$ cat src/rtl/alu_pkg.sv
// ----------------------------------------------------------------------------
// Package: alu_pkg
// Purpose: Shared types and constants for the EX-stage ALU blocks.
//   serial_state_t : control states of the serial add/subtract core
//   FLAG_*         : bit positions of N, Z, C, V within the 4-bit flags vector
// ----------------------------------------------------------------------------
package alu_pkg;

    typedef enum logic [1:0] {
        IDLE = 2'd0,
        RUN  = 2'd1,
        DONE = 2'd2
    } serial_state_t;

    localparam int unsigned FLAG_N = 3;
    localparam int unsigned FLAG_Z = 2;
    localparam int unsigned FLAG_C = 1;
    localparam int unsigned FLAG_V = 0;

endpackage : alu_pkg

$ cat src/rtl/digit_adder.sv
// ----------------------------------------------------------------------------
// Module: digit_adder
// Purpose: Combinational DIGIT-bit ripple adder. One instance is shared by
//          all slices of the serial adder.
// Ports:
//   a    in  DIGIT  addend slice
//   b    in  DIGIT  addend slice
//   cin  in  1      carry in
//   sum  out DIGIT  sum slice
//   cout out 1      carry out of the slice
// ----------------------------------------------------------------------------
module digit_adder #(
    parameter int unsigned DIGIT = 8
) (
    input  logic [DIGIT-1:0] a,
    input  logic [DIGIT-1:0] b,
    input  logic             cin,
    output logic [DIGIT-1:0] sum,
    output logic             cout
);

    assign {cout, sum} = {1'b0, a} + {1'b0, b} + {{DIGIT{1'b0}}, cin};

endmodule : digit_adder

$ cat src/rtl/alu_serial_adder.sv
// ----------------------------------------------------------------------------
// Module: alu_serial_adder
// Purpose: Multi-cycle add/subtract core for the EX-stage ALU. Sums operand A
//          and the pre-conditioned operand B plus carry-in DIGIT bits per
//          cycle, LSB first, then presents the N-bit result and NZCV flags.
// Ports:
//   clk     in   1   clock, rising edge
//   rst     in   1   synchronous, active-high reset
//   start   in   1   request; sampled only in IDLE or DONE
//   a       in   N   operand A
//   b       in   N   operand B (already inverted for subtraction)
//   cin     in   1   carry-in (1 for subtraction)
//   busy    out  1   high while the operation runs
//   done    out  1   one-cycle pulse when result/flags become valid
//   result  out  N   sum, held until the next done
//   flags   out  4   {N,Z,C,V}, held with result
// ----------------------------------------------------------------------------
module alu_serial_adder
    import alu_pkg::*;
#(
    parameter int unsigned N     = 32,
    parameter int unsigned DIGIT = 8
) (
    input  logic         clk,
    input  logic         rst,
    input  logic         start,
    input  logic [N-1:0] a,
    input  logic [N-1:0] b,
    input  logic         cin,
    output logic         busy,
    output logic         done,
    output logic [N-1:0] result,
    output logic [3:0]   flags
);

    localparam int unsigned NS = N / DIGIT;
    localparam int unsigned CW = (NS > 1) ? $clog2(NS) : 1;

    generate
        if ((N % DIGIT) != 0 || DIGIT == 0) begin : g_bad_params
            $error("alu_serial_adder: N must be a non-zero multiple of DIGIT");
        end
    endgenerate

    serial_state_t    state_q;
    logic [CW-1:0]    cnt_q;
    logic             carry_q;
    logic [N-1:0]     a_q;
    logic [N-1:0]     b_q;
    logic [N-1:0]     work_q;
    logic [N-1:0]     work_d;
    logic [N-1:0]     result_q;
    logic [3:0]       flags_q;
    logic [3:0]       flags_d;
    logic             busy_q;
    logic             done_q;

    logic [DIGIT-1:0] a_slice;
    logic [DIGIT-1:0] b_slice;
    logic [DIGIT-1:0] sum_slice;
    logic             slice_cout;
    logic             last_slice;

    digit_adder #(
        .DIGIT (DIGIT)
    ) u_digit_adder (
        .a    (a_slice),
        .b    (b_slice),
        .cin  (carry_q),
        .sum  (sum_slice),
        .cout (slice_cout)
    );

    // Slice select and work-register update are written as unrolled muxes
    // over constant part-selects, equivalent to a [cnt*DIGIT +: DIGIT] index.
    always_comb begin
        a_slice = '0;
        b_slice = '0;
        work_d  = work_q;
        for (int unsigned i = 0; i < NS; i++) begin
            if (cnt_q == CW'(i)) begin
                a_slice                   = a_q[i*DIGIT +: DIGIT];
                b_slice                   = b_q[i*DIGIT +: DIGIT];
                work_d[i*DIGIT +: DIGIT]  = sum_slice;
            end
        end
    end

    assign last_slice = (cnt_q == CW'(NS - 1));

    // Flags only matter on the last slice, where work_d holds the full sum
    // and slice_cout is the carry out of the top slice.
    always_comb begin
        flags_d         = '0;
        flags_d[FLAG_N] = work_d[N-1];
        flags_d[FLAG_Z] = (work_d == '0);
        flags_d[FLAG_C] = slice_cout;
        flags_d[FLAG_V] = (a_q[N-1] == b_q[N-1]) && (work_d[N-1] != a_q[N-1]);
    end

    always_ff @(posedge clk) begin
        if (rst) begin
            state_q  <= IDLE;
            cnt_q    <= '0;
            carry_q  <= 1'b0;
            a_q      <= '0;
            b_q      <= '0;
            work_q   <= '0;
            result_q <= '0;
            flags_q  <= '0;
            busy_q   <= 1'b0;
            done_q   <= 1'b0;
        end else begin
            case (state_q)
                IDLE, DONE: begin
                    done_q <= 1'b0;
                    if (start) begin
                        a_q     <= a;
                        b_q     <= b;
                        carry_q <= cin;
                        cnt_q   <= '0;
                        busy_q  <= 1'b1;
                        state_q <= RUN;
                    end else begin
                        busy_q  <= 1'b0;
                        state_q <= IDLE;
                    end
                end
                RUN: begin
                    work_q  <= work_d;
                    carry_q <= slice_cout;
                    if (last_slice) begin
                        cnt_q    <= '0;
                        result_q <= work_d;
                        flags_q  <= flags_d;
                        busy_q   <= 1'b0;
                        done_q   <= 1'b1;
                        state_q  <= DONE;
                    end else begin
                        cnt_q <= cnt_q + CW'(1);
                    end
                end
                default: begin
                    busy_q  <= 1'b0;
                    done_q  <= 1'b0;
                    state_q <= IDLE;
                end
            endcase
        end
    end

    assign busy   = busy_q;
    assign done   = done_q;
    assign result = result_q;
    assign flags  = flags_q;

endmodule : alu_serial_adder

$ cat config.mk
export PLATFORM = sky130hd
export DESIGN_NAME = alu_serial_adder
export DESIGN_NICKNAME = d
export VERILOG_FILES = /design/src/rtl/alu_pkg.sv /design/src/rtl/digit_adder.sv /design/src/rtl/alu_serial_adder.sv
export SDC_FILE = /design/constraint.sdc
export NUM_CORES = 1
export LEC_CHECK = 0
export ABC_AREA = 1
export CAP_MARGIN = 10
export CORE_UTILIZATION = 48
export CTS_CLUSTER_SIZE = 14
export DETAILED_ROUTE_END_ITERATION = 16
export PLACE_DENSITY = 0.76
export SLEW_MARGIN = 40
export SYNTH_ARGS = -nofsm -noshare
export SYNTH_HDL_FRONTEND = slang
export SYNTH_HIERARCHICAL = 1
export SYNTH_SLANG_ARGS = --single-unit
$ cat constraint.sdc
create_clock -name clk -period 3.2 [get_ports clk]
set_clock_uncertainty 0.15 [all_clocks]
set_input_delay 0.32 -clock clk [delete_from_list [all_inputs] [get_ports clk]]
set_output_delay 0.32 -clock clk [all_outputs]
set_load 0.01 [all_outputs]
; After elaboration in Yosys (flattened, before gate mapping)
; Index checks and enable logic that the tools add are counted.
[word_totals]
ff_bits = 139
in_bits = 68
[op_classes]
addsub = 3
eq_ne = 9
mux = 23
n_bitwise = 1
n_reduce_logical = 10
[op_table]
columns = op, count
row1 = $mux W8, 12
row2 = $logic_not A32 Y1, 1
row3 = $add A8 B8 Y9, 1
row4 = $add A9 B1 Y9, 1
row5 = $pmux W2 S2, 2
row6 = $eq A2 B2 Y1 const B, 3
row7 = $mux W2, 3
row8 = $reduce_and A2 Y1, 3
row9 = $eq A2 B1 Y1 const B, 2
row10 = $logic_not A2 Y1, 2
row11 = $mux W1, 4
row12 = $ne A2 B2 Y1 const B, 2
row13 = $pmux W1 S2, 2
row14 = $reduce_or A2 Y1, 2
row15 = $add A2 B1 Y2 const B, 1
row16 = $reduce_bool A2 Y1, 1
row17 = $eq A1 B1 Y1, 1
row18 = $logic_and A1 B1 Y1, 1
row19 = $ne A1 B1 Y1, 1
row20 = $not A1 Y1, 1

; Longest topological paths before layout
[logic_depth]
depth_word = 10
depth_mapped = 26
depth_no_buf = 23

; Hierarchy
; Netlist, hierarchy kept.
[by_module_without_submodules]
columns = module, instances, cells_per_inst, area_each_um2, seq_area_each_um2
row1 = alu_serial_adder, 1, 791, 5780.5, 2742.6
row2 = digit_adder, 1, 59, 346.6, 0.0

; Worst setup path before layout
; No wires, ideal clock.
[synth_path]
kind = reg2reg
startpoint = reg cnt_q[0]
endpoint = reg flags_q[2], in the netlist flags[2]
setup_time_ns = 0.058
arrival_ns = 3.137
required_time_ns = 2.992
setup_slack_ns = -0.145
stages_incl_launch_ff = 27
path_buffers = 3
synth_period_minus_slack_ns = 3.345
cell_sequence = dfxtp_1 -> inv_1 -> ha_1 -> buf_2 -> buf_6 -> buf_4 -> nand2_1 -> nand2_1 -> o211ai_1 -> a21oi_1 -> fa_1 -> fa_1 -> nand2_1 -> nand2_1 -> nand3b_1 -> nand2_1 -> nand2_1 -> nand2_1 -> inv_1 -> nand2_1 -> nand2_1 -> nand2_1 -> nor2_1 -> nand2_1 -> nor2_1 -> nand2_1 -> nand2_1
[synth_between]
elab_chain_len = 9
[synth_rtl]
columns = item, line
row1 = start: declaration, alu_serial_adder.sv:46  ; logic [CW-1:0] cnt_q;
row2 = start signal: assignment, alu_serial_adder.sv:140  ; cnt_q <= cnt_q + CW'(1);
row3 = $logic_not A2 Y1, alu_serial_adder.sv:81  ; if (cnt_q == CW'(i)) begin
row4 = $mux W8 (3 in a row), alu_serial_adder.sv:81
row5 = $mux W8 (*), alu_serial_adder.sv:81
row6 = named net a_slice[0], alu_serial_adder.sv:58  ; logic [DIGIT-1:0] a_slice;
row7 = $add A8 B8 Y9 (*), digit_adder.sv:22  ; assign {cout, sum} = {1'b0, a} + {1'b0, b} + {{DIGIT{1'b0}}, cin};
row8 = $add A9 B1 Y9 (*), digit_adder.sv:22
row9 = named net sum_slice[6], alu_serial_adder.sv:60  ; logic [DIGIT-1:0] sum_slice;
row10 = $mux W8, alu_serial_adder.sv:81
row11 = $logic_not A32 Y1 (*), alu_serial_adder.sv:96  ; flags_d[FLAG_Z] = (work_d == '0);
row12 = end signal: assignment, alu_serial_adder.sv:135  ; flags_q <= flags_d;
row13 = end: declaration, alu_serial_adder.sv:53  ; logic [3:0] flags_q;
; The timed path passes the listed nets; every way through them passes the cells marked *.
; A chain may end at the register's enable or synchronous reset.

; Final worst setup path
[layout_path]
startpoint = reg cnt_q[1]
endpoint = reg flags_q[2], in the netlist flags[2]
; The elaborated chain is that of the path after synthesis.

==> summary.md <==
| Metric | Value |
|---|---|
| Outcome | `complete, no violations` |
| Worst-skew pair later-pin latency | `0.42 ns` |
| Hold Startpoint | `work_q[31]` |
| Antenna-violating nets left | `0` |
| Sink Count | `137` |
| Clock Power Share | `0.395` |
| #FFs+latches synth | `137` |
| Top cells by area, synth | `dfxtp_1 (45%), nor2_1 (10%), o21ai_0 (9.2%)` |
| Final Wtd Congestion | `0.866` |
| DP Worst Slack | `-0.0506 ns` |
| Syn Nets | `931` |
| Final Hold Viols | `0` |
| Pleak | `0.00349 uW` |
| Comb pwr share | `0.231` |
| Yosys warnings | `6` |
| Sequential share of power | `0.374` |
| Nets | `1039` |
| # fillers | `1062` |
| Post-synthesis instance area | `6130 um^2` |
| Switching power total | `1540 uW` |
| Post-synthesis area per instance | `7.21 um^2` |
| Die width | `115 um` |
| Layout Cells excl Fill | `1139` |
| Min Tclk post-route | `3.08 ns` |
| Num CTS Buffers | `17` |
| Critical Path RT | `3.41 ns` |
| Post-synthesis sequential area ratio | `0.448` |
| Sw Ratio | `0.308` |
| Synth area leader | `dfxtp_1` |
| Number of remaining DRC errors | `0` |
| Placed insts | `1102` |
| Initial detailed-routing violation count | `540` |
| Num ports | `106` |
| Synth top area share | `0.448` |
| Maxcap violations | `0` |
| CP max stage cell | `fa_2` |
| Cells after Synth | `850` |
| Multi-input logic area | `2950 um^2` |
| Worst hold stages | `2` |
| Cell variety after synth | `36` |
| CP Cell Sequence | `inv_4, ha_4, inv_4, o211ai_1, a21oi_2, fa_2, fa_2, nand2_2, nand2_2, nand3b_1, nand2_1, nand2_1, nand2_2, inv_4, nand2_2, nand2_2, nand2_1, nor2_1, nand2_1, nor2_1, nand2_1, nand2_1` |
| Slew headroom | `0.553` |
| Die height | `115 um` |
| Via/cell ratio | `5.20` |
| Fin. max-slew vios | `0` |
| # diodes | `0` |
| Vias in the first global route | `5119` |
| Layout cells sized above 1 | `0.136` |
| WL/cell | `14.0 um` |
| Worst vdd ir | `0.000393 V` |
| R2R Path End | `flags[2]` |
| Min-delay worst type | `flip-flop to flip-flop` |
| Critical-path maximum fanout | `6` |
| Worst-path clk slew | `0.06 ns` |
| Initial antenna violation count | `0` |
| Power per cell area | `616 nW/um^2` |
| CTS tree | `yes` |
| DRT Wirelength | `16000 um` |
| CORE AREA | `12200 um^2` |
| Congestion Overflow GR | `0` |
| Worst path arrival time | `3.29 ns` |
| Setup crit start | `cnt_q[1]` |
| Port Buffers | `105` |
| Crit path max-delay family | `simple AND/OR/NAND/NOR gates` |
| CP endpoint kind | `flip-flop` |
| # rows | `40` |
| Crit path buf inv count | `3` |
| GRT Overall Usage | `0.242` |
| Dpl hpwl | `10900 um` |
| Drt pass-1 iters | `5` |
| Syn-to-layout area delta | `32.8%` |
| R2R cell count | `22` |
| Reg-to-reg critical path startpoint | `cnt_q[1]` |
| CP Launch Type | `flip-flop` |
| CTS Hold Buffers Added | `0` |
| First-pass GRT wire length | `24900 um` |
| Commonest non-fill, non-tap cell in the layout | `nor2_1` |
| Starting Density | `0.502` |
| Pin count of the biggest net entering global routing | `71` |
| R2R Setup Slk | `0.12 ns` |
| Pin slew with the least headroom to its limit | `0.670 ns` |
| Maximum root-to-sink buffer count | `2` |
| Root Driver | `clkbuf_16` |
| Final Cycle Share | `0.962` |
| Final WS setup | `0.123 ns` |
| Die area | `13200 um^2` |
| Register area | `2750 um^2` |
| Crit path largest cell delay | `0.42 ns` |
| Fmax | `0.325 GHz` |
| Final setup fails | `0` |
| Worst Hold End | `work_q[31]` |
| RSZ-0062 raised after global routing | `yes` |
| Most frequent CP cell | `nand2_1` |
| Commonest cells after routing, fill and taps aside | `nor2_1 (162), nand2_1 (141), dfxtp_1 (135), o21ai_0 (113), clkdlybuf4s50_1 (105)` |
| Htree depth | `4` |
| Crit path kind | `flip-flop to flip-flop` |
| Via Count | `5919` |
| Int Pwr | `3470 uW` |
Yosys cell counts:
cell type  number
nor2_1        163
nand2_1       150
dfxtp_1       137
o21ai_0       113
a21oi_1        78
inv_1          49
buf_2          26
clkbuf_1       17
o211ai_1       16
o21ai_1        16
nand2_2        15
ha_1           11
inv_2           8
nand3_1         7
buf_4           6
a31oi_1         5
o22ai_1         4
buf_6           3
nor3_1          3
a22oi_1         2
buf_8           2
fa_1            2
nand2_4         2
nor2_4          2
xor2_1          2
a211oi_1        1
a21oi_2         1
a22o_1          1
clkbuf_2        1
inv_4           1
inv_6           1
nand3b_1        1
nor2_2          1
o21a_1          1
or2_1           1
xnor2_1         1
worst max path at each step:
stage          endpoint  slack (ns)  cells past startpoint
2_1_floorplan  flags[2]        0.02                     26
3_3_place_gp   flags[2]        0.03                     22
3_5_place_dp   flags[2]       -0.05                     22
4_1_cts        flags[2]       0.002                     23
5_1_grt        flags[2]       -0.12                     23
6_report       flags[2]        0.12                     22
layout make-up:
class	instances	area share
inverter	59	0.0297
tap	168	0.0258
multi-input combinational	599	0.363
clock inverter	14	0.0198
timing repair buffer	144	0.170
sequential	137	0.338
clock buffer	18	0.0540
layer usage:
layer	vias to the layer above	routed length, um	track usage
met5	-	0	0
met4	0	312	0.0805
met3	34	831	0.0474
met2	186	7200	0.376
met1	2712	7640	0.338
li1	2987	-	-
state kept, by name, summed over array words and instances, names as in the netlist:
signal,flops
flags,3
a_q,32
state_q,2
result,32
done,1
busy,1
carry_q,1
work_q,31
b_q,32
cnt_q,2
power by group through the flow:
stage | Combinational (uW) | Sequential [uW] | Clock [uW]
2_1_floorplan | 663 | 1890 | 0
3_3_place_gp | 1030 | 1910 | 0
3_5_place_dp | 1040 | 1910 | 0
4_1_cts | 1050 | 1870 | 2000
5_1_grt | 1270 | 1890 | 2070
6_report | 1160 | 1880 | 1980
stage by stage:
step	TNS [ns]	power [uW]	area (um^2)	hold slack (ns)	utilization
floorplan	0	2550	6140	0.275	-
global route	-0.122	5230	8140	0.330	0.666
finish	0	5010	8140	0.299	0.666
global placement	0	2930	7390	0.283	0.605
detailed placement	-0.0506	2950	7390	0.288	0.605
CTS	0	4920	7990	0.296	0.655
worst min-delay path: cells and delay by family, from the launching register on:
| kind | cells | cell delay [ns] |
|---|---|---|
| buffers and inverters | 1 | 0.05 |
| DFF | 1 | 0.31 |
| AOI/OAI and AO/OA | 1 | 0.05 |
repair_timing:
action                                  in CTS  in global routing
gates resized for setup                      2                 35
buffers inserted                             0                  5
endpoints found under the setup margin       1                 24
pin swaps                                    0                 24
logic make-up (layout without fill, tap and decap cells):
logic type / Yosys count / after routing / synth area share
DFF: 137 / 137 / 0.448
and+or+nand+nor: 345 / 345 / 0.226
adders and majority gates: 13 / 13 / 0.0290
xor gates and xnor gates: 3 / 3 / 0.00429
AOI/OAI and AO/OA: 238 / 238 / 0.206
buffers and inverters: 114 / 235 / 0.0876
(Power assumes the default switching activity.)
